===== src/rtl/fft_bfly_pipe.sv =====
// fft_bfly_pipe: pipelined radix-2 DIT butterfly, SUM = A + B*W, DIF = A - B*W.
// Complex fixed-point operands; the product is rounded half-up, the outputs saturate.
// Latency is 3 enabled cycles. Valid/ready flow control. Sticky overflow flag.
//
// Optional build macro: BFLY_SCALE_EN. When defined, each S3 result is scaled
// by 1/2 with round-half-up before saturation.
//
// Ports:
//   clock, reset             rising-edge clock; asynchronous active-high reset
//   in_valid / in_ready      input handshake (in_ready = pipeline advance enable)
//   a_re, a_im, b_re, b_im   operands, signed DATA_W
//   w_re, w_im               twiddle, signed Q1.(TW_W-1)
//   out_valid / out_ready    output handshake
//   sum_re, sum_im           A + B*W, saturated to DATA_W
//   dif_re, dif_im           A - B*W, saturated to DATA_W
//   beat_ovf                 saturation occurred in the current output beat
//   ovf_sticky / ovf_clr     sticky OR of consumed beat_ovf; synchronous clear
module fft_bfly_pipe #(
  parameter int DATA_W = 16,
  parameter int TW_W   = 16
) (
  input  logic                     clock,
  input  logic                     reset,
  input  logic                     in_valid,
  output logic                     in_ready,
  input  logic signed [DATA_W-1:0] a_re,
  input  logic signed [DATA_W-1:0] a_im,
  input  logic signed [DATA_W-1:0] b_re,
  input  logic signed [DATA_W-1:0] b_im,
  input  logic signed [TW_W-1:0]   w_re,
  input  logic signed [TW_W-1:0]   w_im,
  output logic                     out_valid,
  input  logic                     out_ready,
  output logic signed [DATA_W-1:0] sum_re,
  output logic signed [DATA_W-1:0] sum_im,
  output logic signed [DATA_W-1:0] dif_re,
  output logic signed [DATA_W-1:0] dif_im,
  output logic                     beat_ovf,
  output logic                     ovf_sticky,
  input  logic                     ovf_clr
);

  localparam int PW = DATA_W + TW_W;  // raw product width
  localparam int CW = PW + 1;         // complex product sum width
  localparam int RW = DATA_W + 2;     // rounded product width
  localparam int SW = DATA_W + 3;     // butterfly add/sub width

  localparam logic signed [SW-1:0] MAXV = {4'b0000, {(DATA_W-1){1'b1}}};
  localparam logic signed [SW-1:0] MINV = {4'b1111, {(DATA_W-1){1'b0}}};
  localparam logic signed [CW-1:0] RND  = CW'(1) <<< (TW_W-2);

  logic en;
  assign en       = out_ready | ~out_valid;
  assign in_ready = en;

  // Stage 1: operand A and the four partial products
  logic                     v1;
  logic signed [DATA_W-1:0] a1_re, a1_im;
  logic signed [PW-1:0]     m_rr, m_ii, m_ri, m_ir;

  always_ff @(posedge clock or posedge reset) begin
    if (reset) begin
      v1    <= 1'b0;
      a1_re <= '0;
      a1_im <= '0;
      m_rr  <= '0;
      m_ii  <= '0;
      m_ri  <= '0;
      m_ir  <= '0;
    end else if (en) begin
      v1    <= in_valid;
      a1_re <= a_re;
      a1_im <= a_im;
      m_rr  <= PW'(b_re) * PW'(w_re);
      m_ii  <= PW'(b_im) * PW'(w_im);
      m_ri  <= PW'(b_re) * PW'(w_im);
      m_ir  <= PW'(b_im) * PW'(w_re);
    end
  end

  // Stage 2: complex product with round-half-up; no saturation here
  logic signed [CW-1:0] pre_x, pim_x;
  assign pre_x = CW'(m_rr) - CW'(m_ii) + RND;
  assign pim_x = CW'(m_ri) + CW'(m_ir) + RND;

  logic                     v2;
  logic signed [DATA_W-1:0] a2_re, a2_im;
  logic signed [RW-1:0]     p2_re, p2_im;

  always_ff @(posedge clock or posedge reset) begin
    if (reset) begin
      v2    <= 1'b0;
      a2_re <= '0;
      a2_im <= '0;
      p2_re <= '0;
      p2_im <= '0;
    end else if (en) begin
      v2    <= v1;
      a2_re <= a1_re;
      a2_im <= a1_im;
      p2_re <= RW'(pre_x >>> (TW_W-1));
      p2_im <= RW'(pim_x >>> (TW_W-1));
    end
  end

  // Stage 3: add/sub, optional halving, saturation. Returns {ovf, value}.
  function automatic logic [DATA_W:0] sat(input logic signed [SW-1:0] x);
    logic signed [SW-1:0] y;
    y = x;
`ifdef BFLY_SCALE_EN
    y = (x + SW'(1)) >>> 1;
`else
    y = x;
`endif
    if (y > MAXV)      sat = {1'b1, MAXV[DATA_W-1:0]};
    else if (y < MINV) sat = {1'b1, MINV[DATA_W-1:0]};
    else               sat = {1'b0, y[DATA_W-1:0]};
  endfunction

  logic signed [SW-1:0] t_sr, t_si, t_dr, t_di;
  logic [DATA_W:0]      r_sr, r_si, r_dr, r_di;

  assign t_sr = SW'(a2_re) + SW'(p2_re);
  assign t_si = SW'(a2_im) + SW'(p2_im);
  assign t_dr = SW'(a2_re) - SW'(p2_re);
  assign t_di = SW'(a2_im) - SW'(p2_im);
  assign r_sr = sat(t_sr);
  assign r_si = sat(t_si);
  assign r_dr = sat(t_dr);
  assign r_di = sat(t_di);

  always_ff @(posedge clock or posedge reset) begin
    if (reset) begin
      out_valid <= 1'b0;
      sum_re    <= '0;
      sum_im    <= '0;
      dif_re    <= '0;
      dif_im    <= '0;
      beat_ovf  <= 1'b0;
    end else if (en) begin
      out_valid <= v2;
      sum_re    <= r_sr[DATA_W-1:0];
      sum_im    <= r_si[DATA_W-1:0];
      dif_re    <= r_dr[DATA_W-1:0];
      dif_im    <= r_di[DATA_W-1:0];
      beat_ovf  <= r_sr[DATA_W] | r_si[DATA_W] | r_dr[DATA_W] | r_di[DATA_W];
    end
  end

  // A consumed overflowing beat sets the flag and takes priority over the clear
  always_ff @(posedge clock or posedge reset) begin
    if (reset)                                 ovf_sticky <= 1'b0;
    else if (out_valid & out_ready & beat_ovf) ovf_sticky <= 1'b1;
    else if (ovf_clr)                          ovf_sticky <= 1'b0;
  end

endmodule


===== config.mk =====
export PLATFORM = sky130hd
export DESIGN_NAME = fft_bfly_pipe
export DESIGN_NICKNAME = d
export VERILOG_FILES = /design/src/rtl/fft_bfly_pipe.sv
export SDC_FILE = /design/constraint.sdc
export NUM_CORES = 2
export LEC_CHECK = 0
export BUFFER_PORTS_ARGS = -buffer_cell sky130_fd_sc_hd__buf_2
export CAP_MARGIN = 20
export CORE_MARGIN = 3
export CORE_UTILIZATION = 55
export CTS_BUF_LIST = sky130_fd_sc_hd__clkbuf_2 sky130_fd_sc_hd__clkbuf_4 sky130_fd_sc_hd__clkbuf_8
export DETAILED_ROUTE_END_ITERATION = 10
export PLACE_DENSITY = 0.72
export SLEW_MARGIN = 5
export SYNTH_ARGS = -nofsm -noshare
export SYNTH_HDL_FRONTEND = slang
export SYNTH_SLANG_ARGS = --single-unit

===== constraint.sdc =====
create_clock -name clock -period 12.9 [get_ports clock]
set_input_delay 1.935 -clock clock [delete_from_list [all_inputs] [get_ports clock]]
set_output_delay 1.935 -clock clock [all_outputs]
set_load 0.03 [all_outputs]

==> run summary <==
Synthesis-to-layout area growth -> 5.09%
CP Capture Type -> flip-flop
Vias in the first global route -> 44,400
Worst-skew pair later-pin latency -> 690 ps
H-tree depth -> 2
Initial core utilization -> 55.9%
CTS buffer count -> 55
Setup bufs post-CTS -> 0
Slew Viols, Final -> 0
Cell Area, Synth -> 56,500 µm²
WHS -> 461 ps
Nets@finish -> 7,928
CTS Sinks -> 297
Fin. Hold Viols -> 0
Slowest cell on the critical path -> buf_2
Cell chain of the critical path -> buf_2 > nand2_1 > fa_1 > fa_1 > fa_1 > inv_1 > fa_1 > fa_1 > inv_1 > fa_1 > inv_1 > ha_1 > a21oi_1 > nor3b_1 > o21ai_1 > a41oi_1 > nor4b_1 > nor3_1 > o21ai_0 > a21oi_1 > xor2_1 > o21ai_0
Root Buffer -> clkbuf_8
Period utilization -> 65.0%
Synth warnings -> 0
Die ar. -> 107,000 µm²
Area share of the largest cell type after synthesis -> 37.3%
Worst path bufs/invs -> 4
Synth unique cells -> 89
RSZ-0062 raised after global routing -> no
Syn avg cell area -> 8.98 µm²
Asr flop ratio synth -> 100%
Layout cells sized above 1 -> 5.37%
Count leader, synth -> inv_1
Main flop type after synthesis -> dfrtp_1
Status -> completed
Drt first pass iters -> 7
CP peak stage delay -> 610 ps
HPWL Detailed -> 111,000 µm
Pre-CTS WS -> 3910 ps
Avg WL per Cell -> 18.7 µm
Core Footprint -> 101,000 µm²
Global route overflow -> 0
Post-cts gate resize count -> 0
GRT Util Overall -> 27.8%
Final setup viols -> 0
Least-Margin Pin Slew -> 1120 ps
CP Max Fanout -> 32
Number of I/O pins -> 169
Clock-pin transition on the worst setup and hold timing paths -> 60 ps
Post-synth EDFFs -> 0
Die Wd -> 326 µm
Worst setup SP type -> input port
Max-slew headroom -> 24.5%
Util after Layout -> 58.7%
# rows -> 116
Setup total negative slack -> 0 ps
CTS max path bufs -> 3
Critical Path RT -> 13,400 ps
WS Path Type -> in2reg
Global-route wire length before repair -> 236,000 µm
Synth top cells by count -> inv_1, fa_1, nand2_1
Critical path data arrival time -> 8880 ps
Synth area leader -> fa_1
Synthesized Nets -> 7,962
CTS Hold Bufs -> 0
Crit-path most repeated cell -> fa_1
Sequential area share after synthesis -> 13.2%
Final WL -> 144,000 µm
Via Count -> 41,700
CP delay by family, top -> adder cells
DRC -> 0
Drt via density -> 5.45
Port bufs -> 168
RePlAce Congestion -> 0.941
Largest cells by area after synthesis -> fa_1, dfrtp_1, ha_1
ANT nets after route -> 0
Minimum clock period -> 8380 ps
Initial antenna violation count -> 16
Final worst slack -> 4520 ps
Clock skew -> 41.5 ps
Fmax -> 119 MHz
Number of fill cells -> 9,000
Initial DRC count -> 2,770
Max cap viols -> 0
Synth Register Bits -> 297
Syn Inst Count -> 6,287
Die Y -> 326 µm
Largest net degree at the start of global routing -> 180
Worst hold-check path type -> reg2reg
CTS tree -> built
[layer usage]
metal  global-route usage (%)  share of wire (%)
met1                     37.6                 42
met2                     45.6                 47
met3                     5.24                7.6
met5                     1.31               0.18
met4                     8.88                3.6
[flip-flops by register name (all words and copies together) (netlist names)]
register	cells
a1_im	16
a1_re	16
a2_im	16
a2_re	16
beat_ovf	1
dif_im	16
dif_re	16
m_ii	32
m_ir	32
m_ri	32
m_rr	32
out_valid	1
ovf_sticky	1
p2_im	18
p2_re	18
sum_im	16
sum_re	16
v1	1
v2	1
[final cells by class]
type | count | area [µm²] | area share [%]
clock buffers | 83 | 1050 | 1.77
clock inverters | 17 | 116 | 0.196
well taps | 1357 | 1700 | 2.86
diodes | 10 | 25.0 | 0.0422
inverters | 1294 | 4870 | 8.21
flip-flops and latches | 297 | 7430 | 12.5
multi-input cells | 4408 | 43100 | 72.6
repair buffers | 197 | 1080 | 1.82
[path summary, 6_finish.rpt]
| path | cells after the start | from | endpoint | slack (ps) |
|---|---|---|---|---|
| max in group asynchronous | 4 | reset | a1_im[7] | 9090 |
| min in group asynchronous | 2 | reset | p2_re[7] | 1420 |
| worst min-delay path | 1 | v2 | out_valid | 460 |
| worst max register to register | 11 | a2_im[2] | sum_im[12] | 8530 |
| worst max-delay path | 22 | b_re[9] | m_ri[27] | 4520 |
| worst min register to register | 1 | v2 | out_valid | 460 |
[layout by cell type (no fill, tap or decap), types with 8 or more instances in the layout]
| cell type | Yosys | routed |
|---|---|---|
| o21ai_0 | 140 | 140 |
| a31oi_1 | 23 | 23 |
| o21a_1 | 33 | 33 |
| nor2_1 | 288 | 288 |
| a211oi_1 | 20 | 20 |
| a21oi_1 | 223 | 223 |
| nor2b_1 | 30 | 29 |
| dfrtp_1 | 297 | 297 |
| o2111ai_1 | 8 | 8 |
| clkinv_2 | 0 | 10 |
| nand2b_1 | 49 | 49 |
| fa_1 | 1052 | 1052 |
| nor3_1 | 44 | 44 |
| nand2_1 | 874 | 874 |
| a21o_1 | 60 | 60 |
| ha_1 | 522 | 522 |
| o21bai_1 | 33 | 33 |
| xnor2_1 | 143 | 143 |
| o31ai_1 | 25 | 25 |
| inv_1 | 1292 | 1290 |
| nand3_1 | 39 | 39 |
| diode_2 | 0 | 10 |
| or3_1 | 14 | 14 |
| buf_4 | 3 | 27 |
| o211ai_1 | 25 | 25 |
| o22a_1 | 14 | 14 |
| or2_2 | 8 | 8 |
| o21ai_1 | 22 | 22 |
| xor2_1 | 73 | 73 |
| and3_1 | 15 | 15 |
| clkbuf_8 | 0 | 69 |
| clkbuf_4 | 0 | 15 |
| nand4_1 | 14 | 14 |
| buf_2 | 11 | 168 |
| and2_1 | 491 | 491 |
| nor3b_1 | 8 | 8 |
[cell families (layout without fill, tap and decap cells)]
kind of cell | count (synthesis) | count (layout) | synth area share, %
simple gates | 1901 | 1901 | 15.8
buf+inv | 1582 | 1591 | 10.6
fa+ha+maj | 1574 | 1574 | 48.9
compound gates | 711 | 711 | 8.09
flops | 297 | 297 | 13.2
xor+xnor | 216 | 216 | 3.35
mux | 6 | 6 | 0.115
other cells | 0 | 10 | 0
[per-stage QoR]
stage	area [µm²]	cells
2_1_floorplan	56500	6287
3_3_place_gp	58100	7552
3_5_place_dp	58100	7552
4_1_cts	59300	7652
5_1_grt	59300	7657
6_report	59300	7663
Power is not shown: default switching activity piles up to over one toggle a cycle in this logic, so the estimate is an artifact.
